$ cat src/rtl/uart_tx_mmio_pkg.sv
// Shared definitions for the memory-mapped UART transmitter: FSM states,
// register offsets and STATUS bit layout.
package uart_pkg;

  typedef enum logic [1:0] {
    TxIdle  = 2'd0,
    TxStart = 2'd1,
    TxData  = 2'd2,
    TxStop  = 2'd3
  } TxState;

  localparam logic [1:0] OffTxData  = 2'd0;
  localparam logic [1:0] OffStatus  = 2'd1;
  localparam logic [1:0] OffDivisor = 2'd2;

  localparam int unsigned StFullBit  = 0;
  localparam int unsigned StEmptyBit = 1;
  localparam int unsigned StOvfBit   = 2;
  localparam int unsigned StCountLsb = 8;

  function automatic logic [31:0] status_word(input logic [7:0] count,
                                              input logic       ovf,
                                              input logic       empty,
                                              input logic       full);
    logic [31:0] w;
    w                    = '0;
    w[StCountLsb +: 8]   = count;
    w[StOvfBit]          = ovf;
    w[StEmptyBit]        = empty;
    w[StFullBit]         = full;
    return w;
  endfunction

endpackage

$ cat src/rtl/uart_tx_mmio_fifo.sv
// Synchronous first-word-fall-through FIFO; push while full and pop while
// empty are ignored, so callers may request either unconditionally.
module fifo_sync #(
  parameter int unsigned WIDTH = 8,
  parameter int unsigned DEPTH = 16
) (
  input  logic                     clock,
  input  logic                     reset,
  input  logic                     push,
  input  logic                     pop,
  input  logic [WIDTH-1:0]         din,
  output logic [WIDTH-1:0]         dout,
  output logic                     full,
  output logic                     empty,
  output logic [$clog2(DEPTH):0]   count
);

  localparam int unsigned AW = $clog2(DEPTH);

  logic [WIDTH-1:0] mem_q [DEPTH];
  logic [AW-1:0]    wptr_q, wptr_d;
  logic [AW-1:0]    rptr_q, rptr_d;
  logic [AW:0]      count_q, count_d;
  logic             push_ok, pop_ok;

  assign full    = (count_q == (AW+1)'(DEPTH));
  assign empty   = (count_q == '0);
  assign count   = count_q;
  assign dout    = mem_q[rptr_q];
  assign push_ok = push & ~full;
  assign pop_ok  = pop & ~empty;

  always_comb begin
    wptr_d  = wptr_q;
    rptr_d  = rptr_q;
    count_d = count_q;
    if (push_ok) wptr_d = wptr_q + AW'(1);
    if (pop_ok)  rptr_d = rptr_q + AW'(1);
    case ({push_ok, pop_ok})
      2'b10:   count_d = count_q + (AW+1)'(1);
      2'b01:   count_d = count_q - (AW+1)'(1);
      default: count_d = count_q;
    endcase
  end

  always_ff @(posedge clock or negedge reset) begin
    if (!reset) begin
      wptr_q  <= '0;
      rptr_q  <= '0;
      count_q <= '0;
    end else begin
      wptr_q  <= wptr_d;
      rptr_q  <= rptr_d;
      count_q <= count_d;
    end
  end

  // Storage needs no reset: emptiness is tracked by the pointers/count alone.
  always_ff @(posedge clock) begin
    if (push_ok) mem_q[wptr_q] <= din;
  end

endmodule

$ cat src/rtl/uart_tx_mmio.sv
// Memory-mapped 8N1 UART transmitter: bus decode, register file, registered
// read port, TX FIFO and the baud-timed serialiser.
module uart_tx_mmio
  import uart_pkg::*;
#(
  parameter logic [29:0] BASE       = 30'h3FFF_FFF0,
  parameter int unsigned FIFO_DEPTH = 16,
  parameter logic [15:0] DIV_RESET  = 16'd867
) (
  input  logic        clock,
  input  logic        reset,
  input  logic [29:0] bus_addr,
  input  logic [31:0] bus_data_w,
  input  logic [3:0]  bus_mask_w,
  output logic [31:0] bus_data_r,
  output logic        bus_hit,
  output logic        uart_tx
);

  localparam int unsigned CW = $clog2(FIFO_DEPTH) + 1;

  logic        hit, wr;
  logic [1:0]  off;
  logic        push_req, fifo_pop, fifo_full, fifo_empty;
  logic [7:0]  fifo_dout, count8;
  logic [CW-1:0] fifo_count;

  logic        ovf_q, ovf_d;
  logic [15:0] div_q, div_d;
  logic [31:0] rdata_q, rdata_d;
  logic        hit_q;

  TxState      state_q, state_d;
  logic [15:0] cnt_q, cnt_d;
  logic [7:0]  shift_q, shift_d;
  logic [2:0]  bit_q, bit_d;
  logic        tx_q, tx_d;
  logic        bit_end;
  logic        unused_bits;

  assign hit         = (bus_addr[29:2] == BASE[29:2]);
  assign off         = bus_addr[1:0];
  assign wr          = |bus_mask_w;
  assign push_req    = hit & (off == OffTxData) & bus_mask_w[0];
  assign count8      = 8'(fifo_count);
  assign unused_bits = ^{bus_data_w[31:16], bus_mask_w[3:2]};

  fifo_sync #(
    .WIDTH(8),
    .DEPTH(FIFO_DEPTH)
  ) u_fifo (
    .clock (clock),
    .reset (reset),
    .push  (push_req),
    .pop   (fifo_pop),
    .din   (bus_data_w[7:0]),
    .dout  (fifo_dout),
    .full  (fifo_full),
    .empty (fifo_empty),
    .count (fifo_count)
  );

  // A rejected push flags overflow even if the serialiser pops this cycle.
  always_comb begin
    ovf_d = ovf_q;
    if (push_req && fifo_full) begin
      ovf_d = 1'b1;
    end else if (hit && (off == OffStatus) && bus_mask_w[0] && bus_data_w[StOvfBit]) begin
      ovf_d = 1'b0;
    end
  end

  always_comb begin
    div_d = div_q;
    if (hit && (off == OffDivisor)) begin
      if (bus_mask_w[0]) div_d[7:0]  = bus_data_w[7:0];
      if (bus_mask_w[1]) div_d[15:8] = bus_data_w[15:8];
    end
  end

  always_comb begin
    rdata_d = '0;
    if (hit && !wr) begin
      case (off)
        OffStatus:  rdata_d = status_word(count8, ovf_q, fifo_empty, fifo_full);
        OffDivisor: rdata_d = {16'h0000, div_q};
        default:    rdata_d = '0;
      endcase
    end
  end

  assign bit_end = (cnt_q == '0);

  // Each bit lasts div+1 clocks; the divisor is only sampled at reloads.
  always_comb begin
    state_d  = state_q;
    cnt_d    = cnt_q;
    shift_d  = shift_q;
    bit_d    = bit_q;
    fifo_pop = 1'b0;
    case (state_q)
      TxIdle: begin
        if (!fifo_empty) begin
          fifo_pop = 1'b1;
          shift_d  = fifo_dout;
          cnt_d    = div_q;
          state_d  = TxStart;
        end
      end
      TxStart: begin
        if (bit_end) begin
          cnt_d   = div_q;
          bit_d   = '0;
          state_d = TxData;
        end else begin
          cnt_d = cnt_q - 16'd1;
        end
      end
      TxData: begin
        if (bit_end) begin
          cnt_d   = div_q;
          shift_d = {1'b0, shift_q[7:1]};
          if (bit_q == 3'd7) begin
            state_d = TxStop;
          end else begin
            bit_d = bit_q + 3'd1;
          end
        end else begin
          cnt_d = cnt_q - 16'd1;
        end
      end
      TxStop: begin
        if (bit_end) begin
          state_d = TxIdle;
        end else begin
          cnt_d = cnt_q - 16'd1;
        end
      end
    endcase

    case (state_d)
      TxStart: tx_d = 1'b0;
      TxData:  tx_d = shift_d[0];
      default: tx_d = 1'b1;
    endcase
  end

  always_ff @(posedge clock or negedge reset) begin
    if (!reset) begin
      ovf_q   <= 1'b0;
      div_q   <= DIV_RESET;
      rdata_q <= '0;
      hit_q   <= 1'b0;
      state_q <= TxIdle;
      cnt_q   <= '0;
      shift_q <= '0;
      bit_q   <= '0;
      tx_q    <= 1'b1;
    end else begin
      ovf_q   <= ovf_d;
      div_q   <= div_d;
      rdata_q <= rdata_d;
      hit_q   <= hit;
      state_q <= state_d;
      cnt_q   <= cnt_d;
      shift_q <= shift_d;
      bit_q   <= bit_d;
      tx_q    <= tx_d;
    end
  end

  assign bus_data_r = rdata_q;
  assign bus_hit    = hit_q;
  assign uart_tx    = tx_q;

endmodule
$ cat config.mk
export PLATFORM = sky130hd
export DESIGN_NAME = uart_tx_mmio
export DESIGN_NICKNAME = d
export VERILOG_FILES = /design/src/rtl/uart_tx_mmio_pkg.sv /design/src/rtl/uart_tx_mmio_fifo.sv /design/src/rtl/uart_tx_mmio.sv
export SDC_FILE = /design/constraint.sdc
export NUM_CORES = 1
export LEC_CHECK = 0
export CAP_MARGIN = 20
export CORE_ASPECT_RATIO = 0.6
export CORE_MARGIN = 4
export CORE_UTILIZATION = 30
export DETAILED_ROUTE_END_ITERATION = 16
export GPL_TIMING_DRIVEN = 0
export SYNTH_ARGS = -nofsm -noshare
export SYNTH_HDL_FRONTEND = slang
export SYNTH_SLANG_ARGS = --single-unit
export TNS_END_PERCENT = 10
$ cat constraint.sdc
create_clock -name clock -period 7.1 [get_ports clock]
set_input_delay 1.065 -clock clock [delete_from_list [all_inputs] [get_ports clock]]
set_output_delay 1.065 -clock clock [all_outputs]
set_load 0.01 [all_outputs]
==> impl_metrics.py <==
metrics = {
    "global_routing": {
        "global_route_wire_length_before_repair_um": 35600,
        "grt_usage": 0.138,
        "grt_pass1_vias": 5817,
        "antenna_found_initial": 0,
        "grt_overflow_total": 0,
        "grt_max_degree": 49,
    },
    "sta": {
        "timing.clock.skew_ns": 0.0122,
        "timing.max_slew.rel_slack": 0.393,
        "slew_viol_final": 0,
        "tightest_slew_ns": 0.906,
        "grt_setup_unrepaired": "no",
        "clock.fmax_mhz": 229,
        "final.setup.tns_ns": 0,
        "post_route_minimum_period_ns": 4.37,
        "timing.final.ws_setup_ns": 2.73,
        "final-hold-violation-count": 0,
        "layout_worst_path_cycle_share": 0.615,
        "finalSetupViolations": 0,
    },
    "critical_path": {
        "critical_path.cell_chain": "clkdlybuf4s50_1, nand4_1, or4_1, nor4_4, and4_1, buf_4, inv_2, ha_1, clkbuf_1, xor2_1, ha_1, nor2b_1, a22oi_1, o32a_1, nor2_1, xor2_1",
        "critical_path_arrival_ns": 4.80,
        "timing.critical_path.slowest_cell_delay_ns": 0.58,
        "path_max_fanout": 9,
        "cpMaxStageDelayCell": "or4_1",
        "worst_setup_path_end_kind": "flip-flop",
        "reg2reg_from": "state_q[0]$_DFF_PN0_",
        "cp.buffers_inverters": 4,
        "timing_worst_setup_path_type": "in -> reg",
        "family_with_the_most_delay_on_the_worst_path": "simple AND/OR/NAND/NOR gates",
        "cp-start-kind": "primary input",
        "critical_path_launch_point": "bus_addr[14]",
        "cp_data_required_time_ns": 7.53,
    },
    "clock_network": {
        "post-cts-setup-buffers": 0,
        "cts-root-to-sink-buffers": 3,
        "clk_latency_ns": 0.50,
        "cts_tree": "built",
        "post_cts_hold_buffer_count": 0,
        "htree_levels": 1,
        "cts.repair.resized": 0,
        "total_number_of_clock_tree_sinks": 205,
        "clock_tree.root_cell": "clkbuf_16",
        "cts_made_buffers": 20,
        "clk_transition_reported_paths_ns": 0.06,
    },
    "logic_synthesis": {
        "synth_enable_flop_cells": 128,
        "netlist.area_leader.share": 0.418,
        "synth-async-reset-ratio": 0.376,
        "syn_avg_cell_area_um2": 14.4,
        "synth_sequential_area_ratio": 0.628,
        "leading_cell_types_by_total_area_after_synthesis": "edfxtp_1, dfrtp_1, mux4_2",
        "synth_top_cells_by_count": "edfxtp_1, dfrtp_1, nand2_1, mux4_2, nor2_1",
        "synth.cell_area_um2": 9210,
        "synthDistinctLibCells": 74,
        "ys.flop_type": "edfxtp_1",
        "synth.ff_latch_count": 205,
        "yosysMostFrequentCell": "edfxtp_1",
        "synthDominantAreaCellType": "edfxtp_1",
        "synth_cells": 640,
        "yosysWarnings": 0,
    },
    "layout": {
        "final_nets": 839,
        "num_antenna_cells": 0,
        "fill_cells": 2838,
        "post_route_cells_drive_above_1_share": 0.196,
        "instances_no_fill": 1175,
        "finalCoreUtilization": 0.371,
        "areaGrowthSynthToFinish_pct": 21.4,
    },
    "place": {
        "hpwl_um": 16200,
        "placement.io_buffers": 69,
        "post-place-cells": 1139,
        "dp_slack_ns": 2.17,
        "gp_congestion": 0.857,
    },
    "routing": {
        "number_of_nets_still_failing_antenna_checks_after_routing": 0,
        "initialDrtViolationCount": 545,
        "viasPerCell": 4.95,
        "vias": 5820,
        "drc": 0,
        "first_pass_iters": 5,
        "routed_wl_um": 22600,
        "detail_route.wl_per_cell_um": 19.2,
    },
    "floorplanning": {
        "die_w_um": 234,
        "core_area_um2": 30100,
        "boundaryPins": 102,
        "die_h_um": 144,
        "start_util": 0.306,
        "floorplan.rows": 49,
        "die_ar_um2": 33600,
    },
    "power": {
        "pwr_dens_nw_per_um2": 216,
        "worst_vdd_ir_v": 0.000131,
        "cellLeakagePower_nw": 4.16,
        "total_power_w": 0.00241,
    },
    "min_path": {
        "hold_start": "ovf_q$_DFFE_PN0P_",
        "hold_crit_class": "reg -> reg",
    },
    "outcome": {
        "run_status": "completed",
    },
    "run": {
        "cap_viol_max_count": 0,
    },
}
-- where the power goes --
part	internal (W)	total (W)	switching (W)
Sequential	0.00129	0.00130	0.0000124
Clock	0.000544	0.00100	0.000460
Combinational	0.0000506	0.000106	0.0000551
Total	0.00188	0.00241	0.000527
-- final timing paths --
path                       slack (ns)                     endpoint  cells past startpoint
hold reg to reg                  0.49            ovf_q$_DFFE_PN0P_                      2
max in group asynchronous        5.94            uart_tx$_DFF_PN1_                      2
setup / recovery                 2.73  u_fifo.count[4]$_DFFE_PN0P_                     16
min in group asynchronous        0.50        div_q[13]$_DFFE_PN0P_                      1
hold / removal                   0.49            ovf_q$_DFFE_PN0P_                      2
setup reg to reg                 3.77  u_fifo.count[4]$_DFFE_PN0P_                     14
-- state kept, by name, summed over array words and instances (netlist names), 4 cells and up --
| signal | cells |
|---|---|
| u_fifo.count | 5 |
| u_fifo.mem_q | 128 |
| u_fifo.wptr_q | 4 |
| div_q | 16 |
| shift_q | 8 |
| u_fifo.rptr_q | 4 |
| bus_data_r | 16 |
| cnt_q | 16 |
-- per-stage QoR --
| stage | instance area, um^2 | hold slack (ns) |
|---|---|---|
| 5_1_grt | 11200 | 0.514 |
| 2_1_floorplan | 9260 | 0.449 |
| 3_3_place_gp | 10500 | 0.468 |
| 3_5_place_dp | 10600 | 0.477 |
| 4_1_cts | 11200 | 0.492 |
| 6_report | 11200 | 0.489 |
-- per-layer routing --
metal	GRT usage	wire (um)	vias up
met5	0	0	-
met4	0.0206	260	0
met3	0.0353	1490	27
met2	0.182	8790	187
met1	0.228	12100	2965
li1	-	-	2641
-- logic make-up (layout without fill, tap and decap cells) --
group | Yosys count | after routing | synth area share
compound gates | 95 | 95 | 0.0750
xor+xnor | 13 | 13 | 0.0124
fa+ha+maj | 18 | 18 | 0.0245
buf+inv | 70 | 182 | 0.0383
flops | 205 | 205 | 0.628
mux | 60 | 60 | 0.118
other cells | 1 | 16 | 0.000407
simple gates | 178 | 178 | 0.104
-- worst min-delay path, stage by stage (launching register included) --
cell and delay [ns]:
dfrtp_1 0.35, nand2_1 0.05, o21ai_0 0.06
-- cells in the final DEF (no fill, tap or decap), types with 7 or more instances in the layout --
master           count
mux2_2              18
a21oi_1             16
nor2_1              33
a22oi_1              9
and3_1              10
dfrtp_1             70
nand3_1             11
o21ai_0             27
inv_1               21
conb_1              16
nor3_1              14
and2_1              10
clkbuf_1            20
clkbuf_16           21
buf_2                9
nand4_1              9
xnor2_1              7
edfxtp_1           128
dfstp_2              7
clkdlybuf4s50_1     68
mux4_2              36
nand2_1             47
ha_1                18
buf_4               22
-- area by class of cell --
type / instances / area [um^2] / area share
clock inverters: 11 / 61.3 / 0.00549
well taps: 408 / 510 / 0.0457
repair buffers: 76 / 768 / 0.0687
multi-input cells: 380 / 3160 / 0.283
plain buffers: 48 / 270 / 0.0242
clock buffers: 25 / 541 / 0.0484
inverters: 22 / 82.6 / 0.00739
flip-flops and latches: 205 / 5780 / 0.517
(Power assumes the default switching activity.)
